### src/rtl/alu_pipe_responder.sv
//------------------------------------------------------------------------------
// Module      : alu_pipe_responder
// Description : Two-stage valid/ready ALU responder returning {result, {N,Z,C,V}}.
//               Define ALU_STICKY_V_EN to add the sticky overflow flag.
// Revision    : 1.0 - initial release
//------------------------------------------------------------------------------
`default_nettype none

module alu_pipe_responder #(
  parameter int WIDTH     = 32,
  parameter int CNT_WIDTH = 16
) (
  input  logic                 clk,
  input  logic                 reset_n,
  input  logic                 req_valid,
  output logic                 req_ready,
  input  logic [2:0]           req_ctrl,
  input  logic [WIDTH-1:0]     req_a,
  input  logic [WIDTH-1:0]     req_b,
  output logic                 rsp_valid,
  input  logic                 rsp_ready,
  output logic [WIDTH-1:0]     rsp_result,
  output logic [3:0]           rsp_flags,
`ifdef ALU_STICKY_V_EN
  output logic                 sticky_v,
  input  logic                 sticky_clr,
`endif
  output logic [CNT_WIDTH-1:0] op_count
);

  localparam int c_shw = $clog2(WIDTH);

  localparam logic [2:0] c_op_add = 3'b000;
  localparam logic [2:0] c_op_sub = 3'b001;
  localparam logic [2:0] c_op_and = 3'b010;
  localparam logic [2:0] c_op_orr = 3'b011;
  localparam logic [2:0] c_op_eor = 3'b100;
  localparam logic [2:0] c_op_lsl = 3'b101;
  localparam logic [2:0] c_op_lsr = 3'b110;
  localparam logic [2:0] c_op_asr = 3'b111;

  localparam logic [CNT_WIDTH-1:0] c_cnt_one = {{(CNT_WIDTH-1){1'b0}}, 1'b1};

  logic                 r_s1_valid;
  logic [2:0]           r_s1_ctrl;
  logic [WIDTH-1:0]     r_s1_a;
  logic [WIDTH-1:0]     r_s1_b;
  logic [WIDTH:0]       r_s1_sum;
  logic                 r_s2_valid;
  logic [WIDTH-1:0]     r_rsp_result;
  logic [3:0]           r_rsp_flags;
  logic [CNT_WIDTH-1:0] r_op_count;

  logic                 w_s1_en;
  logic                 w_s2_en;
  logic                 w_rsp_hs;
  logic                 w_req_sub;
  logic [WIDTH-1:0]     w_req_bop;
  logic [WIDTH:0]       w_req_sum;
  logic [c_shw-1:0]     w_sh;
  logic                 w_bop_msb;
  logic [WIDTH-1:0]     w_res;
  logic                 w_c;
  logic                 w_v;

  assign w_s2_en  = ~r_s2_valid | rsp_ready;
  assign w_s1_en  = ~r_s1_valid | w_s2_en;
  assign w_rsp_hs = r_s2_valid & rsp_ready;

  // SUB is a + ~b + 1, so the carry out reads directly as "no borrow".
  assign w_req_sub = (req_ctrl == c_op_sub);
  assign w_req_bop = w_req_sub ? ~req_b : req_b;
  assign w_req_sum = {1'b0, req_a} + {1'b0, w_req_bop} + {{WIDTH{1'b0}}, w_req_sub};

  always_ff @(posedge clk or negedge reset_n) begin
    if (!reset_n) begin
      r_s1_valid <= 1'b0;
      r_s1_ctrl  <= 3'b000;
      r_s1_a     <= '0;
      r_s1_b     <= '0;
      r_s1_sum   <= '0;
    end else if (w_s1_en) begin
      r_s1_valid <= req_valid;
      if (req_valid) begin
        r_s1_ctrl <= req_ctrl;
        r_s1_a    <= req_a;
        r_s1_b    <= req_b;
        r_s1_sum  <= w_req_sum;
      end
    end
  end

  assign w_sh      = r_s1_b[c_shw-1:0];
  assign w_bop_msb = r_s1_b[WIDTH-1] ^ (r_s1_ctrl == c_op_sub);

  always_comb begin
    w_res = '0;
    w_c   = 1'b0;
    w_v   = 1'b0;
    case (r_s1_ctrl)
      c_op_add, c_op_sub: begin
        w_res = r_s1_sum[WIDTH-1:0];
        w_c   = r_s1_sum[WIDTH];
        w_v   = (r_s1_a[WIDTH-1] == w_bop_msb) & (r_s1_sum[WIDTH-1] != r_s1_a[WIDTH-1]);
      end
      c_op_and: w_res = r_s1_a & r_s1_b;
      c_op_orr: w_res = r_s1_a | r_s1_b;
      c_op_eor: w_res = r_s1_a ^ r_s1_b;
      c_op_lsl: w_res = r_s1_a << w_sh;
      c_op_lsr: w_res = r_s1_a >> w_sh;
      c_op_asr: w_res = $unsigned($signed(r_s1_a) >>> w_sh);
      default:  w_res = '0;
    endcase
  end

  always_ff @(posedge clk or negedge reset_n) begin
    if (!reset_n) begin
      r_s2_valid   <= 1'b0;
      r_rsp_result <= '0;
      r_rsp_flags  <= 4'b0000;
    end else if (w_s2_en) begin
      r_s2_valid <= r_s1_valid;
      if (r_s1_valid) begin
        r_rsp_result <= w_res;
        r_rsp_flags  <= {w_res[WIDTH-1], (w_res == '0), w_c, w_v};
      end
    end
  end

  always_ff @(posedge clk or negedge reset_n) begin
    if (!reset_n) begin
      r_op_count <= '0;
    end else if (w_rsp_hs) begin
      r_op_count <= r_op_count + c_cnt_one;
    end
  end

`ifdef ALU_STICKY_V_EN
  logic r_sticky_v;

  // Clear takes priority over a same-cycle overflow delivery.
  always_ff @(posedge clk or negedge reset_n) begin
    if (!reset_n) begin
      r_sticky_v <= 1'b0;
    end else if (sticky_clr) begin
      r_sticky_v <= 1'b0;
    end else if (w_rsp_hs & r_rsp_flags[0]) begin
      r_sticky_v <= 1'b1;
    end
  end

  assign sticky_v = r_sticky_v;
`endif

  assign req_ready  = w_s1_en;
  assign rsp_valid  = r_s2_valid;
  assign rsp_result = r_rsp_result;
  assign rsp_flags  = r_rsp_flags;
  assign op_count   = r_op_count;

endmodule

`default_nettype wire

### config.mk
export PLATFORM = sky130hd
export DESIGN_NAME = alu_pipe_responder
export DESIGN_NICKNAME = d
export VERILOG_FILES = /design/src/rtl/alu_pipe_responder.sv
export SDC_FILE = /design/constraint.sdc
export NUM_CORES = 1
export LEC_CHECK = 0
export CORE_MARGIN = 3
export CORE_UTILIZATION = 44
export DETAILED_ROUTE_END_ITERATION = 8
export HOLD_SLACK_MARGIN = 0.06
export PLACE_DENSITY_LB_ADDON = 0.12
export SLEW_MARGIN = 25
export SYNTH_ARGS = -nofsm -noshare
export SYNTH_HDL_FRONTEND = slang
export SYNTH_SLANG_ARGS = --single-unit
### constraint.sdc
create_clock -name clk -period 6.4 [get_ports clk]
set_clock_uncertainty 0.2 [all_clocks]
set_input_delay 1.28 -clock clk [delete_from_list [all_inputs] [get_ports clk]]
set_output_delay 1.28 -clock clk [all_outputs]
set_load 0.05 [all_outputs]
* Word level (Yosys, flattened, before mapping)
Index checks and enable logic that the tools add are counted.
** Storage, ports and cells
- Memory bits (read-only) :: 0
- Register bits :: 154
- Logic and storage cells :: 45
- Bits of input ports :: 71
- Output and inout port bits :: 54
- Memories kept :: 0
- Bits in latches :: 0
- RAM bits :: 0
** Operators by class
- Mux-type cells :: 4
- Div/mod/pow operators :: 0
- $add $sub $neg :: 3
- $mul :: 0
- Reduce and logical (&&, ||, !) cells :: 5
- Eq/ne operators :: 10
- Bitwise gates (word level) :: 11
- Shift operators :: 3
- Order comparisons :: 0
** Operators with widths (number)
- $pmux 32 s7 :: 1
- $add 32x32->33 :: 1
- $add 33x1->33 :: 1
- $and 32x32->32 :: 1
- $logic_not 32->1 :: 1
- $mux 32 :: 1
- $not 32->32 :: 1
- $or 32x32->32 :: 1
- $shl 32x5->32 :: 1
- $shr 32x5->32 :: 1
- $sshr 32x5->32 :: 1
- $xor 32x32->32 :: 1
- $add 16x1->16 const B :: 1
- $eq 3x3->1 const B :: 4
- $eq 3x1->1 const B :: 2
- $eq 3x2->1 const B :: 2
- $reduce_and 2->1 :: 2
- $logic_not 3->1 :: 1
- $and 1x1->1 :: 2
- $mux 1 :: 2
- $not 1->1 :: 2
- $or 1x1->1 :: 2
- $reduce_or 2->1 :: 1
- $eq 1x1->1 :: 1
- 2 further kinds :: 2

* Longest topological paths before layout
- Word-level depth :: 5
- Mapped depth :: 16
- Gate-level depth less buffers :: 13

* Least setup slack after synthesis
No wires, ideal clock.
- Kind :: input to register
- Start point :: input port req_ctrl[1]
- End point :: register r_s1_sum[28]
- Setup slack :: 1.537 ns
- Data required time :: 6.118 ns
- Buffers on the path :: 1
- Stages on the path :: 13
- Data arrival time :: 4.581 ns
- Setup time :: 0.082 ns
- Cell sequence :: nor3b_1 -> clkbuf_1 -> xor2_1 -> ha_1 -> nand2_1 -> or3_1 -> a211oi_1 -> o21ai_0 -> nand3_1 -> a2111oi_0 -> or4b_2 -> a21o_1 -> a31oi_1
** Between the ends
- Word-level cells in the longest chain between the ends :: 4
** RTL lines
- from (decl) :: line 17 : input logic [2:0] req_ctrl,
- $eq 3x1->1 * :: line 71 : assign w_req_sub = (req_ctrl == c_op_sub);
- $mux 32 :: line 72 : assign w_req_bop = w_req_sub ? ~req_b : req_b;
- $add 32x32->33 :: line 73 : assign w_req_sum = {1'b0, req_a} + {1'b0, w_req_bop} + {{WIDTH{1'b0}}, w_req_sub};
- $add 33x1->33 * :: line 73
- to (signal assigned) :: line 88 : r_s1_sum <= w_req_sum;
- to (decl) :: line 48 : logic [WIDTH:0] r_s1_sum;
Mark *: on every way between the ends. The rest lies on a longest branch, timed or not.
A chain may end at the register's enable or synchronous reset.

* Final worst setup path
- Start point :: input port req_ctrl[1]
- End point :: register r_s1_sum[32]
Same word-level chain as after synthesis.

==> out/results.tsv <==
metric	value	unit
Arr. time, crit path	5180	ps
commonest non-fill, non-tap cell in the layout	nand2_1	
starting density of the core	0.4519	
Finished Layout Cells	2101	
Skew-Pair Late Insertion Delay	450	ps
share of cells above drive strength 1	0.1173	
CTS tree	built	
pin count of the biggest net entering global routing	74	
Synth-to-Final Area Change	15.45	%
all-layer global routing usage	0.3311	
placed instance count	2069	
post-DP HPWL	42860	microns
Post-Syn Area	14000	sq um
cts repair resizes	0	
flop2flop setup slack	1410	ps
GR Util met1	0.4858	
CTS clk-pin slew, worst paths	70	ps
final instance area	16170	sq um
antenna violations before repair	2	
post-synthesis sequential area ratio	0.2734	
final hold viol count	0	
vias in the first global route	12769	
Synth Register Bits	153	
worst-path fanout max	14	
drt via density	6.440	
DIE WIDTH	184.4	microns
Max IR drop VDD	0.1958	mV
Max Slew Vio Count	0	
Power Dens Cells	320.6	nW/um^2
DRT iter0 DRCs	1809	
Final setup viols	0	
post-layout util	0.5217	
Slew @ Worst Pin	1025	ps
Rel. slew slack	0.3142	
I/O Buffers	124	
Die Height	184.4	microns
Ports	125	
max cap viols	0	
Post-Route WL	56160	microns
dpl ws	937.5	ps
final worst slack	1390	ps
most frequent cells in the layout	nand2_1 (223), o21ai_0 (172), dfrtp_1 (149)	
Final ANT Viol Nets	0	
TritonCTS buffer count	17	
Avg Inst Size Synth	8.508	sq um
GR Util met3	0.06592	
clk sinks	153	
Hold Buf Count CTS	0	
root buf cell	clkbuf_16	
first-pass GRT wire length	84100	microns
GR Util met2	0.4776	
clock buffer depth	2	
Ys Warns	0	
First-pass DRT Iterations	6	
leakage power	6.801	nW
number of remaining DRC errors	0	
nets@finish	1862	
Async SR Flop Fraction	1.000	
Overall Power	5.183	mW
fmax	199.6	MHz
Routability Congestion	1.047	
Wirelength per Cell	26.73	microns
area of placed instances	15520	sq um
cell count after synthesis	1646	
Netlist cell types	78	
Final period util	0.7829	
fin crit period	5010	ps
most used flip-flop cell after synthesis	dfrtp_1	
hold_ws	271.1	ps
Congestion Overflow GR	0	
grt peak-use layer	met1	
CP startpoint kind	primary input	
syn nets	1816	
CP required	6560	ps
Antenna diodes	0	
row cnt	64	
outcome	finished, final reports clean	
fillcell total	2939	
Setup CP Type	primary input to flip-flop	
setup tns final	0	ps
min-delay worst type	flip-flop to flip-flop	
core area	30990	sq um
CP endpoint kind	flip-flop	
RSZ-0062 raised after global routing	false	
Post-CTS Setup Inserts	0	
Die Area	34000	sq um
Post-synth EDFFs	0	
H-Tree Depth	4	
routed via count	13531	
[cell usage after synthesis (all sizes together) (9+ instances only)]
cell type | count | area, sq um
or2 | 10 | 62.56
inv | 71 | 266.5
o22ai | 33 | 206.5
mux4 | 56 | 1261
buf | 44 | 234.0
mux2i | 38 | 380.4
nor2 | 111 | 416.7
a2111oi | 9 | 78.83
mux2 | 44 | 510.5
clkbuf | 92 | 345.3
nor2b | 9 | 56.30
and2 | 9 | 56.30
xor2 | 41 | 359.1
nand3 | 31 | 155.2
a211oi | 25 | 187.7
nand2b | 18 | 112.6
dfrtp | 153 | 3829
o21a | 9 | 67.56
a31oi | 19 | 118.9
o31ai | 12 | 90.09
nand4 | 12 | 75.07
o211ai | 19 | 142.6
a21oi | 76 | 380.4
nor3 | 22 | 110.1
a21o | 20 | 150.1
o21ai | 172 | 860.8
nand2 | 225 | 844.6
ha | 98 | 1226
xnor2 | 31 | 271.5
[path summary, 6_finish.rpt]
check,from,endpoint,depth (start not counted)
max in group asynchronous,reset_n,r_s1_b[0],2
worst min-delay path,op_count[15],op_count[15],1
worst max register to register,r_s1_b[1],rsp_flags[2],8
min in group asynchronous,reset_n,op_count[5],1
worst min register to register,op_count[15],op_count[15],1
worst max-delay path,req_ctrl[1],r_s1_sum[32],15
[state kept, by name, summed over array words and instances (netlist names)]
signal	count
op_count	16
r_s1_a	32
r_s1_b	32
r_s1_ctrl	3
r_s1_sum	33
r_s1_valid	1
rsp_flags	3
rsp_result	32
rsp_valid	1
[cell type report]
| class | instances | area [sq um] | share of cell area |
|---|---|---|---|
| clock buffer | 17 | 425.4 | 0.02631 |
| clock inverter | 15 | 224.0 | 0.01385 |
| tap | 396 | 495.5 | 0.03065 |
| multi-input combinational | 1281 | 9338 | 0.5776 |
| inverter | 76 | 285.3 | 0.01765 |
| sequential | 153 | 3839 | 0.2374 |
| timing repair buffer | 163 | 1560 | 0.09651 |
[cell families (layout without fill, tap and decap cells)]
family	count (synthesis)	count (layout)	share of synthesized area
compound gates	485	485	0.2208
buf+inv	212	271	0.06174
mux	138	138	0.1537
fa+ha+maj	99	99	0.08899
xor+xnor	72	72	0.04503
simple gates	487	487	0.1564
flops	153	153	0.2734
[worst max-delay path, cell delays in order]
cell	delay, ps
clkdlybuf4s50_1	460
nor3b_2	190
buf_4	270
xor2_1	220
inv_1	80
fa_1	420
nor2b_1	160
o21bai_1	110
a211oi_1	440
o21ai_0	210
nand3_1	140
a2111oi_0	160
or4b_2	700
a21o_1	180
a31oi_1	160
[where the power goes]
| part | switching, mW | internal, mW |
|---|---|---|
| combinational | 1.55 | 0.943 |
| clock | 0.484 | 0.670 |
| sequential | 0.354 | 1.18 |
| total | 2.39 | 2.79 |
[per-layer routing]
metal | wire [microns] | vias up
li1 | - | 6082
met1 | 24880 | 6602
met2 | 23500 | 716
met3 | 5141 | 129
met4 | 2626 | 2
met5 | 12 | -
(Power assumes the default switching activity.)
